**config.mk**
```make
export PLATFORM = sky130hd
export DESIGN_NAME = vga_capture
export DESIGN_NICKNAME = d
export VERILOG_FILES = /design/src/rtl/vga_pkg.sv /design/src/rtl/vga_edge_det.sv /design/src/rtl/vga_capture.sv
export SDC_FILE = /design/constraint.sdc
export NUM_CORES = 1
export LEC_CHECK = 0
export BUFFER_PORTS_ARGS = -buffer_cell sky130_fd_sc_hd__buf_2
export CAP_MARGIN = 20
export CORE_ASPECT_RATIO = 0.75
export CORE_MARGIN = 5
export CORE_UTILIZATION = 57
export CTS_CLUSTER_DIAMETER = 40
export DETAILED_ROUTE_END_ITERATION = 12
export GPL_TIMING_DRIVEN = 1
export PLACE_DENSITY_LB_ADDON = 0.08
export SETUP_SLACK_MARGIN = 0.2
export SLEW_MARGIN = 40
export SYNTH_ARGS = -nofsm -noshare
export SYNTH_HDL_FRONTEND = slang
export SYNTH_SLANG_ARGS = --single-unit
```
**constraint.sdc**
```tcl
create_clock -name clk -period 3.7 [get_ports clk]
set_input_delay 0.37 -clock clk [delete_from_list [all_inputs] [get_ports clk]]
set_output_delay 0.37 -clock clk [all_outputs]
set_load 0.01 [all_outputs]
```
**src/rtl/vga_pkg.sv**
```systemverilog
// rtl/vga_pkg.sv - shared VGA types and default raster timing
//
// Shared by the sync generator and the capture block.
//   rgb_t       : 24-bit packed pixel {red, green, blue}
//   cap_state_t : capture lock FSM states
//   H_TOTAL     : clocks per line (hsync rise to hsync rise)
//   V_TOTAL     : lines per frame (vsync rise to vsync rise)
package vga_pkg;

    localparam int H_TOTAL = 800;
    localparam int V_TOTAL = 526;

    typedef struct packed {
        logic [7:0] red;
        logic [7:0] green;
        logic [7:0] blue;
    } rgb_t;

    typedef enum logic [1:0] {
        SEARCH = 2'd0,
        VERIFY = 2'd1,
        LOCKED = 2'd2
    } cap_state_t;

endpackage

```
**src/rtl/vga_edge_det.sv**
```systemverilog
// rtl/vga_edge_det.sv - input register plus rising-edge detect for a sync bit
//
// Ports:
//   clk  in  pixel clock
//   rst  in  synchronous active-high reset
//   d    in  raw sync pin
//   rise out high for the one registered (S1) sample in which d first reads 1
module vga_edge_det (
    input  logic clk,
    input  logic rst,
    input  logic d,
    output logic rise
);

    logic q;
    logic q_d;

    always_ff @(posedge clk) begin
        if (rst) begin
            q   <= 1'b0;
            q_d <= 1'b0;
        end else begin
            q   <= d;
            q_d <= q;
        end
    end

    assign rise = q & ~q_d;

endmodule

```
**src/rtl/vga_capture.sv**
```systemverilog
// rtl/vga_capture.sv - VGA raster lock checker and window capture into a framebuffer
//
// Ports:
//   clk, rst                     pixel clock, synchronous active-high reset
//   i_hsync, i_vsync             active-high syncs
//   i_red, i_green, i_blue       pixel colour
//   i_capture_en                 sampled at each vsync rise; arms capture of that frame
//   o_we, o_addr, o_wdata        framebuffer write port (one write per clock, no handshake)
//   o_locked                     raster verified, capture permitted
//   o_frame_done                 pulse the cycle after the last window write
//   o_err, o_err_cnt             violation pulse and saturating violation count
module vga_capture #(
    parameter int H_TOTAL   = vga_pkg::H_TOTAL,
    parameter int V_TOTAL   = vga_pkg::V_TOTAL,
    parameter int WIN_X0    = 320,
    parameter int WIN_Y0    = 121,
    parameter int WIN_W     = 199,
    parameter int WIN_H     = 199,
    parameter int BASE_ADDR = 24
) (
    input  logic        clk,
    input  logic        rst,
    input  logic        i_hsync,
    input  logic        i_vsync,
    input  logic [7:0]  i_red,
    input  logic [7:0]  i_green,
    input  logic [7:0]  i_blue,
    input  logic        i_capture_en,
    output logic        o_we,
    output logic [31:0] o_addr,
    output logic [23:0] o_wdata,
    output logic        o_locked,
    output logic        o_frame_done,
    output logic        o_err,
    output logic [7:0]  o_err_cnt
);

    import vga_pkg::*;

    localparam logic [9:0]  X_MAX  = 10'(H_TOTAL);
    localparam logic [9:0]  Y_LAST = 10'(V_TOTAL - 1);
    localparam logic [9:0]  WX0    = 10'(WIN_X0);
    localparam logic [9:0]  WX1    = 10'(WIN_X0 + WIN_W - 1);
    localparam logic [9:0]  WY0    = 10'(WIN_Y0);
    localparam logic [9:0]  WY1    = 10'(WIN_Y0 + WIN_H - 1);
    localparam logic [31:0] BASE   = 32'(BASE_ADDR);

    // S1 stage
    logic hs_rise;
    logic vs_rise;
    rgb_t rgb_s1;
    logic cap_en_s1;

    vga_edge_det u_hs_det (
        .clk  (clk),
        .rst  (rst),
        .d    (i_hsync),
        .rise (hs_rise)
    );

    vga_edge_det u_vs_det (
        .clk  (clk),
        .rst  (rst),
        .d    (i_vsync),
        .rise (vs_rise)
    );

    always_ff @(posedge clk) begin
        if (rst) begin
            rgb_s1    <= '0;
            cap_en_s1 <= 1'b0;
        end else begin
            rgb_s1    <= '{red: i_red, green: i_green, blue: i_blue};
            cap_en_s1 <= i_capture_en;
        end
    end

    // Coordinates: *_prev hold the previous S1 sample's position, *_cur the
    // position of the sample being processed now.
    logic [9:0] x_prev, x_cur;
    logic [9:0] y_prev, y_cur;

    always_comb begin
        x_cur = x_prev;
        if (hs_rise || vs_rise) begin
            x_cur = '0;
        end else if (x_prev != X_MAX) begin
            x_cur = x_prev + 10'd1;
        end

        y_cur = y_prev;
        if (vs_rise) begin
            y_cur = '0;
        end else if (hs_rise) begin
            y_cur = y_prev + 10'd1;
        end
    end

    always_ff @(posedge clk) begin
        if (rst) begin
            x_prev <= '0;
            y_prev <= '0;
        end else begin
            x_prev <= x_cur;
            y_prev <= y_cur;
        end
    end

    // Timing checks. x saturates at X_MAX, so reaching it means the line ran
    // long without an hsync rise.
    cap_state_t state, state_next;
    logic line_bad, timeout, frame_bad, violation, frame_start;

    always_comb begin
        line_bad    = hs_rise && (x_prev != X_MAX - 10'd1);
        timeout     = (x_cur == X_MAX);
        frame_bad   = vs_rise && (!hs_rise || (y_prev != Y_LAST));
        violation   = (state != SEARCH) && (line_bad || timeout || frame_bad);
        frame_start = (state != SEARCH) && vs_rise && !violation;
    end

    // FSM: state register
    always_ff @(posedge clk) begin
        if (rst) begin
            state <= SEARCH;
        end else begin
            state <= state_next;
        end
    end

    // FSM: next state
    always_comb begin
        state_next = state;
        case (state)
            SEARCH: begin
                if (vs_rise) begin
                    state_next = VERIFY;
                end
            end
            VERIFY, LOCKED: begin
                if (violation) begin
                    state_next = SEARCH;
                end else if (vs_rise) begin
                    state_next = LOCKED;
                end
            end
            default: state_next = SEARCH;
        endcase
    end

    // FSM: outputs
    always_comb begin
        o_locked = (state == LOCKED);
    end

    // Window capture
    logic        cap_arm;
    logic [31:0] wr_ptr;
    logic        in_win, last_px, wr, done_pend;

    always_comb begin
        in_win  = (x_cur >= WX0) && (x_cur <= WX1) && (y_cur >= WY0) && (y_cur <= WY1);
        last_px = (x_cur == WX1) && (y_cur == WY1);
        wr      = cap_arm && (state == LOCKED) && in_win && !violation;
    end

    always_ff @(posedge clk) begin
        if (rst) begin
            cap_arm      <= 1'b0;
            wr_ptr       <= BASE;
            o_we         <= 1'b0;
            o_addr       <= '0;
            o_wdata      <= '0;
            done_pend    <= 1'b0;
            o_frame_done <= 1'b0;
            o_err        <= 1'b0;
            o_err_cnt    <= '0;
        end else begin
            o_we         <= wr;
            o_err        <= violation;
            done_pend    <= wr && last_px;
            o_frame_done <= done_pend;

            if (wr) begin
                o_addr  <= wr_ptr;
                o_wdata <= rgb_s1;
                wr_ptr  <= wr_ptr + 32'd1;
            end

            if (violation) begin
                cap_arm <= 1'b0;
                if (o_err_cnt != 8'hFF) begin
                    o_err_cnt <= o_err_cnt + 8'd1;
                end
            end else if (frame_start) begin
                cap_arm <= cap_en_s1;
                wr_ptr  <= BASE;
            end else if (wr && last_px) begin
                cap_arm <= 1'b0;
            end
        end
    end

endmodule

```
After elaboration in Yosys (flattened, before gate mapping)
Index checks and enable logic that the tools add are counted.
Widths: inputs -> output; s select.
{"block": "word_totals", "reg_bits": 152, "word_cells": 82, "in_bits": 29, "output_inout_bits": 68}
{"block": "op_classes", "add_sub_neg": 4, "n_bitwise": 4, "reduce_logical": 26, "n_eq_ne": 11, "n_lt_le_gt_ge": 4, "n_mux": 13}
{"cell": "$mux 32", "n": 3}
{"cell": "$mux 10", "n": 4}
{"cell": "$add 32x1->32 const B", "n": 1}
{"cell": "$ne 10x10->1 const B", "n": 3}
{"cell": "$add 10x1->10 const B", "n": 2}
{"cell": "$eq 10x10->1 const B", "n": 2}
{"cell": "$logic_and 1x1->1", "n": 13}
{"cell": "$eq 10x9->1 const B", "n": 1}
{"cell": "$ge 10x7->1 const B", "n": 1}
{"cell": "$ge 10x9->1 const B", "n": 1}
{"cell": "$le 10x10->1 const B", "n": 1}
{"cell": "$le 10x9->1 const B", "n": 1}
{"cell": "$add 8x1->8 const B", "n": 1}
{"cell": "$ne 8x8->1 const B", "n": 1}
{"cell": "$mux 2", "n": 3}
{"cell": "$logic_or 1x1->1", "n": 4}
{"cell": "$pmux 2 s2", "n": 1}
{"cell": "$reduce_and 2->1", "n": 2}
{"cell": "$reduce_bool 2->1", "n": 2}
{"cell": "$reduce_or 2->1", "n": 2}
{"cell": "$ne 3x3->1 const B", "n": 1}
{"cell": "$and 1x1->1", "n": 2}
{"cell": "$eq 2x1->1 const B", "n": 1}
{"cell": "$eq 2x2->1 const B", "n": 1}
{"cell": "5 further kinds", "n": 8}

Longest topological paths before layout
{"block": "logic_depth", "ltp_word": 13, "mapped_depth": 13, "depth_no_buf": 9}

Modules after synthesis
From an unflattened synthesis, not the netlist that was laid out.
{"block": "unflattened", "cells_unflattened": 691, "area_unflattened_um2": 6447.4}
{"mod": "vga_capture", "seq_area_each_um2": 2962.8, "cells_per_inst": 681, "area_per_inst_um2": 6324.8, "n_inst": 1}
{"mod": "vga_edge_det", "seq_area_each_um2": 40.0, "cells_per_inst": 5, "area_per_inst_um2": 61.3, "n_inst": 2}

Least setup slack after synthesis
No wires, ideal clock.
{"block": "synth_timing", "path_type": "register to register", "startpoint": "reg x_prev[1]", "endpoint": "reg wr_ptr[4]", "required_ns": 3.573, "setup_time_ns": 0.127, "path_buffers": 4, "path_stages_with_launch": 12, "setup_slack_ns": 0.838, "period_less_slack_ns": 2.862, "t_arrival_ns": 2.735, "path_cell_list": "dfxtp_1 > buf_2 > nand4_2 > or4_4 > a22oi_2 > or4b_4 > o21a_1 > buf_6 > clkbuf_1 > clkbuf_1 > o31ai_1 > nand3_1"}
{"block": "synth_via", "elab_chain_len": 12}
{"item": "from (decl)", "line": "vga_capture.sv:80", "source": "logic [9:0] x_prev, x_cur;"}
{"item": "from (signal assigned)", "line": "vga_capture.sv:104", "source": "x_prev <= x_cur;"}
{"item": "$add 10x1->10 or $ne 10x10->1 (tied branches)", "line": "vga_capture.sv:88, vga_capture.sv:87"}
{"item": "$mux 10", "line": "vga_capture.sv:87", "source": "end else if (x_prev != X_MAX) begin"}
{"item": "$mux 10", "line": "vga_capture.sv:85", "source": "if (hs_rise || vs_rise) begin"}
{"item": "$ge 10x9->1, or another cell as far along", "line": "vga_capture.sv:162", "source": "in_win = (x_cur >= WX0) && (x_cur <= WX1) && (y_cur >= WY0) && (y_cur <= WY1);"}
{"item": "$logic_and 1x1->1 or $logic_or 1x1->1 (tied branches) (2 in series)", "line": "vga_capture.sv:162, vga_capture.sv:118"}
{"item": "$logic_and 1x1->1 (on tied branches)", "line": "vga_capture.sv:162, vga_capture.sv:118"}
{"item": "$logic_and 1x1->1 or $logic_not 1->1 (tied branches)", "line": "vga_capture.sv:164, vga_capture.sv:119"}
{"item": "$logic_and 1x1->1", "line": "vga_capture.sv:164", "source": "wr = cap_arm && (state == LOCKED) && in_win && !violation;"}
{"item": "$mux 32", "line": "vga_capture.sv:184", "source": "if (wr) begin"}
{"item": "$mux 32", "line": "vga_capture.sv:195", "source": "end else if (frame_start) begin"}
{"item": "$mux 32 (*)", "line": "vga_capture.sv:190", "source": "if (violation) begin"}
{"item": "to (signal assigned)", "line": "vga_capture.sv:187", "source": "wr_ptr <= wr_ptr + 32'd1;"}
{"item": "to (decl)", "line": "vga_capture.sv:158", "source": "logic [31:0] wr_ptr;"}
Every way passes the cells marked *; elsewhere a longest branch is shown, timed or not.
A chain may end at the register's enable or synchronous reset.

Final worst setup path
{"block": "layout_timing", "startpoint": "reg x_prev[1]", "endpoint": "reg wr_ptr[18]"}
Same word-level chain as after synthesis.

==> summary.txt <==
Status
  • Outcome: complete, no violations

Floorplanning
  • Starting density of the core: 58.1%
  • Std-Cell Core Area: 11500 um2
  • Die boundary height: 104 um
  • Row count: 34
  • Total I/O pin count: 97
  • Horiz. Die Dim: 135 um
  • Die area: 14000 um2

Synth
  • Proportion of synthesized area in mux cells: 0.748%
  • Post-synthesis instance total: 784
  • Area fraction in and, or, nand and nor cells after synthesis: 26.3%
  • Mean instance size in the synthesized netlist: 8.54 um2
  • Compound-Gate Fraction of Synth Area: 18.3%
  • Share of async-settable or async-resettable flops after synthesis: 0%
  • Yosys cell types: 61
  • Summed instance area of the synthesized netlist: 6690 um2
  • Synthesized-area fraction occupied by xor and xnor cells: 2.49%
  • Net count of the mapped netlist: 822
  • Syn. warnings: 0
  • Seq/Total Area, Yosys: 45.5%
  • Most used flip-flop cell after synthesis: sky130_fd_sc_hd__dfxtp_1
  • Fraction of the mapped netlist area in adder cells: 1.68%
  • Post-synthesis register bit count: 152
  • Dominant combinational cell family by area after synthesis: simple AND/OR/NAND/NOR gates
  • EDFF count, synth: 0

CTS
  • Clock insertion delay at the later pin of the skew report: 0.42 ns
  • Clock sink count: 152
  • Clk pin slew, worst setup/hold paths: 0.07 ns
  • Root cell of the clock tree: sky130_fd_sc_hd__clkbuf_16
  • Maximum buffer depth of the clock tree: 2
  • # H-tree levels: 4
  • Clock tree from TritonCTS: done
  • Clock buffers created by TritonCTS: 17

Timing
  • Final Max Tran Viols: 0
  • Minimum hold slack: 0.155 ns
  • Max transition margin: 57.2%
  • Tightest Pin Transition: 0.641 ns
  • Final-report setup violation count: 0
  • Clock skew: 0.00940 ns
  • Final critical-path setup slack: 0.413 ns
  • Setup repair after global routing missed its margin: no
  • Shortest clock period the worst path allows after layout: 3.29 ns
  • Final total negative setup slack: 0 ns
  • Fraction of the cycle the final worst path needs: 88.8%
  • Number of hold-slack violations in the final timing report: 0
  • Max Clock Freq: 304 MHz

Worst setup path
  • R2r setup slk: 0.41 ns
  • Critical register-to-register path endpoint: wr_ptr[18]$_SDFF_PP0_
  • R2r startpoint: x_prev[1]$_SDFF_PP0_
  • WP data arrival: 3.63 ns
  • Required time at the endpoint of the critical path: 4.04 ns
  • Crit Path Class: register to register
  • Register-to-Register Path Depth: 9
  • Critical path startpoint category: register
  • Worst-path maximum fanout: 41
  • Setup crit end kind: register

GRT
  • Number of global-route vias before repair: 5572
  • Initial antenna violation count: 0
  • GRT Resource Usage Total: 23.4%
  • Pin count of the biggest net entering global routing: 97
  • Overflow left after global routing: 0
  • Wire length of the first global-routing pass: 27500 um

Routing
  • Post-detailed-route wirelength per cell: 16.2 um
  • DRT Wirelength: 16500 um
  • Violation count after the first detailed-routing iteration: 649
  • Number of antenna-violating nets in the routed design: 0
  • DRC: 0
  • Count of TritonRoute iterations in the first routing pass: 6
  • Detail-routed via count per cell: 6.06
  • Total via count after detailed routing: 6177

Hold path
  • Source of the worst hold timing path: i_blue[4]
  • Worst hold-check path type: primary input to register
  • Worst hold stages: 2
  • Hold endpoint: rgb_s1[4]$_SDFF_PP0_

Cells and area
  • Layout cell share with drive strength beyond 1: 18.0%
  • Number of antenna diodes: 0
  • Layout net count: 882
  • Area Growth Syn to Fin: 16.8%
  • Non-filler cells in the finished layout: 1019

Place
  • DP Cell Count: 987
  • DP Wirelength: 10600 um
  • Worst setup timing slack at the placement stage: 0.440 ns
  • Port buffer count: 96
  • RD Place Congestion: 0.955

Job
  • Number of maximum-capacitance constraint violations: 0

Power and ir drop
  • Total leakage power: 2.86 nW
  • Maximum vdd ir drop: 333 uV
  • Power per unit of standard cell area: 445 nW/um2
==> power breakdown <==
| group | leakage [nW] | switching [mW] | internal (mW) |
|---|---|---|---|
| combinational | 1.34 | 0.0663 | 0.0402 |
| sequential | 1.23 | 0.0144 | 1.66 |
| clock | 0.286 | 0.779 | 0.920 |
==> critical path, stage by stage (launching register included) <==
cell                        delay (ns)
sky130_fd_sc_hd__dfxtp_1          0.49
sky130_fd_sc_hd__ha_1             0.33
sky130_fd_sc_hd__and4_1           0.30
sky130_fd_sc_hd__o2111ai_1        0.19
sky130_fd_sc_hd__a22oi_2          0.20
sky130_fd_sc_hd__or4b_4           0.53
sky130_fd_sc_hd__o21a_2           0.33
sky130_fd_sc_hd__buf_12           0.21
sky130_fd_sc_hd__or4_1            0.48
sky130_fd_sc_hd__a21oi_1          0.15
==> cell usage after synthesis, types with 5 or more instances <==
cell type | number | area (um2)
sky130_fd_sc_hd__inv_1 | 10 | 37.5
sky130_fd_sc_hd__clkbuf_1 | 54 | 203
sky130_fd_sc_hd__nand3_1 | 88 | 440
sky130_fd_sc_hd__dfxtp_1 | 152 | 3040
sky130_fd_sc_hd__nor3_1 | 6 | 30.0
sky130_fd_sc_hd__or3_1 | 6 | 37.5
sky130_fd_sc_hd__nand2_1 | 28 | 105
sky130_fd_sc_hd__nor2_1 | 42 | 158
sky130_fd_sc_hd__ha_1 | 9 | 113
sky130_fd_sc_hd__xor2_1 | 11 | 96.3
sky130_fd_sc_hd__nor2b_1 | 34 | 213
sky130_fd_sc_hd__nor4_1 | 6 | 37.5
sky130_fd_sc_hd__xnor2_1 | 8 | 70.1
sky130_fd_sc_hd__o31ai_1 | 32 | 240
sky130_fd_sc_hd__a21oi_1 | 91 | 455
sky130_fd_sc_hd__nand2b_1 | 5 | 31.3
sky130_fd_sc_hd__mux2i_1 | 5 | 50.1
sky130_fd_sc_hd__nand4_1 | 17 | 106
sky130_fd_sc_hd__o21ai_0 | 63 | 315
sky130_fd_sc_hd__and3_1 | 14 | 87.6
sky130_fd_sc_hd__buf_2 | 5 | 25.0
sky130_fd_sc_hd__or4_1 | 30 | 225
==> routing by layer <==
layer | routed length, um | global-route usage, %
met1 | 7840 | 34.4
met2 | 7250 | 34.1
met4 | 148 | 6.55
met5 | 0 | 0
met3 | 1230 | 5.71
==> worst max path at each step <==
stage                          from                    end  slack (ns)  cells past startpoint
2_1_floorplan  x_prev[1]$_SDFF_PP0_   wr_ptr[4]$_SDFF_PP1_        0.84                     11
5_1_grt        x_prev[1]$_SDFF_PP0_  wr_ptr[14]$_SDFF_PP0_        0.22                      9
3_3_place_gp   x_prev[0]$_SDFF_PP0_   wr_ptr[9]$_SDFF_PP0_        0.55                      9
6_report       x_prev[1]$_SDFF_PP0_  wr_ptr[18]$_SDFF_PP0_        0.41                      9
4_1_cts        x_prev[0]$_SDFF_PP0_   wr_ptr[3]$_SDFF_PP1_        0.41                      9
3_5_place_dp   x_prev[0]$_SDFF_PP0_   wr_ptr[8]$_SDFF_PP0_        0.44                      9
==> metrics by stage <==
stage	util, %	cell area (um2)	total power [mW]
global route	67.8	7820	3.59
CTS	67.8	7820	3.49
finish	67.8	7820	3.48
floorplan	-	6690	1.78
detailed placement	62.8	7240	1.81
global placement	62.8	7240	1.81
==> logic make-up after synthesis <==
group           after synthesis
simple gates                310
mux                           5
flops                       152
xor+xnor                     19
fa+ha+maj                     9
compound gates              211
buf+inv                      78
==> timing repair <==
| action | CTS | global route |
|---|---|---|
| setup buffers | 0 | 0 |
| endpoints found under the setup margin | 0 | 8 |
| hold buffers | 0 | 0 |
| gates resized for setup | 0 | 1 |
==> cell type report <==
class                      count  area, um2
timing repair buffer         108        623
fill                         948       3710
clock buffer                  18        439
multi-input combinational    554       3330
tap                          162        203
sequential                   152       3040
inverter                      11       41.3
clock inverter                14        141
==> flip-flops by register name, summed over array words and instances (netlist names) <==
name	cells
done_pend	1
u_vs_det.q	1
o_addr	32
o_we	1
o_wdata	24
u_vs_det.q_d	1
o_err_cnt	8
wr_ptr	32
y_prev	10
rgb_s1	24
u_hs_det.q	1
state	2
o_frame_done	1
x_prev	10
cap_en_s1	1
o_err	1
cap_arm	1
u_hs_det.q_d	1
==> cell usage in the layout, fill, tap and decap left out, types with 7 or more instances in the layout <==
cell                          n
sky130_fd_sc_hd__a21oi_1     91
sky130_fd_sc_hd__and3_1      14
sky130_fd_sc_hd__buf_2       95
sky130_fd_sc_hd__buf_4        9
sky130_fd_sc_hd__clkbuf_16   17
sky130_fd_sc_hd__dfxtp_1    151
sky130_fd_sc_hd__ha_1         9
sky130_fd_sc_hd__inv_1       10
sky130_fd_sc_hd__inv_6        7
sky130_fd_sc_hd__nand2_1     28
sky130_fd_sc_hd__nand3_1     88
sky130_fd_sc_hd__nand4_1     17
sky130_fd_sc_hd__nor2_1      42
sky130_fd_sc_hd__nor2b_1     34
sky130_fd_sc_hd__o21ai_0     63
sky130_fd_sc_hd__o31ai_1     32
sky130_fd_sc_hd__or4_1       30
sky130_fd_sc_hd__xnor2_1      8
sky130_fd_sc_hd__xor2_1      11
No activity file was read; power rests on OpenSTA's default activity.
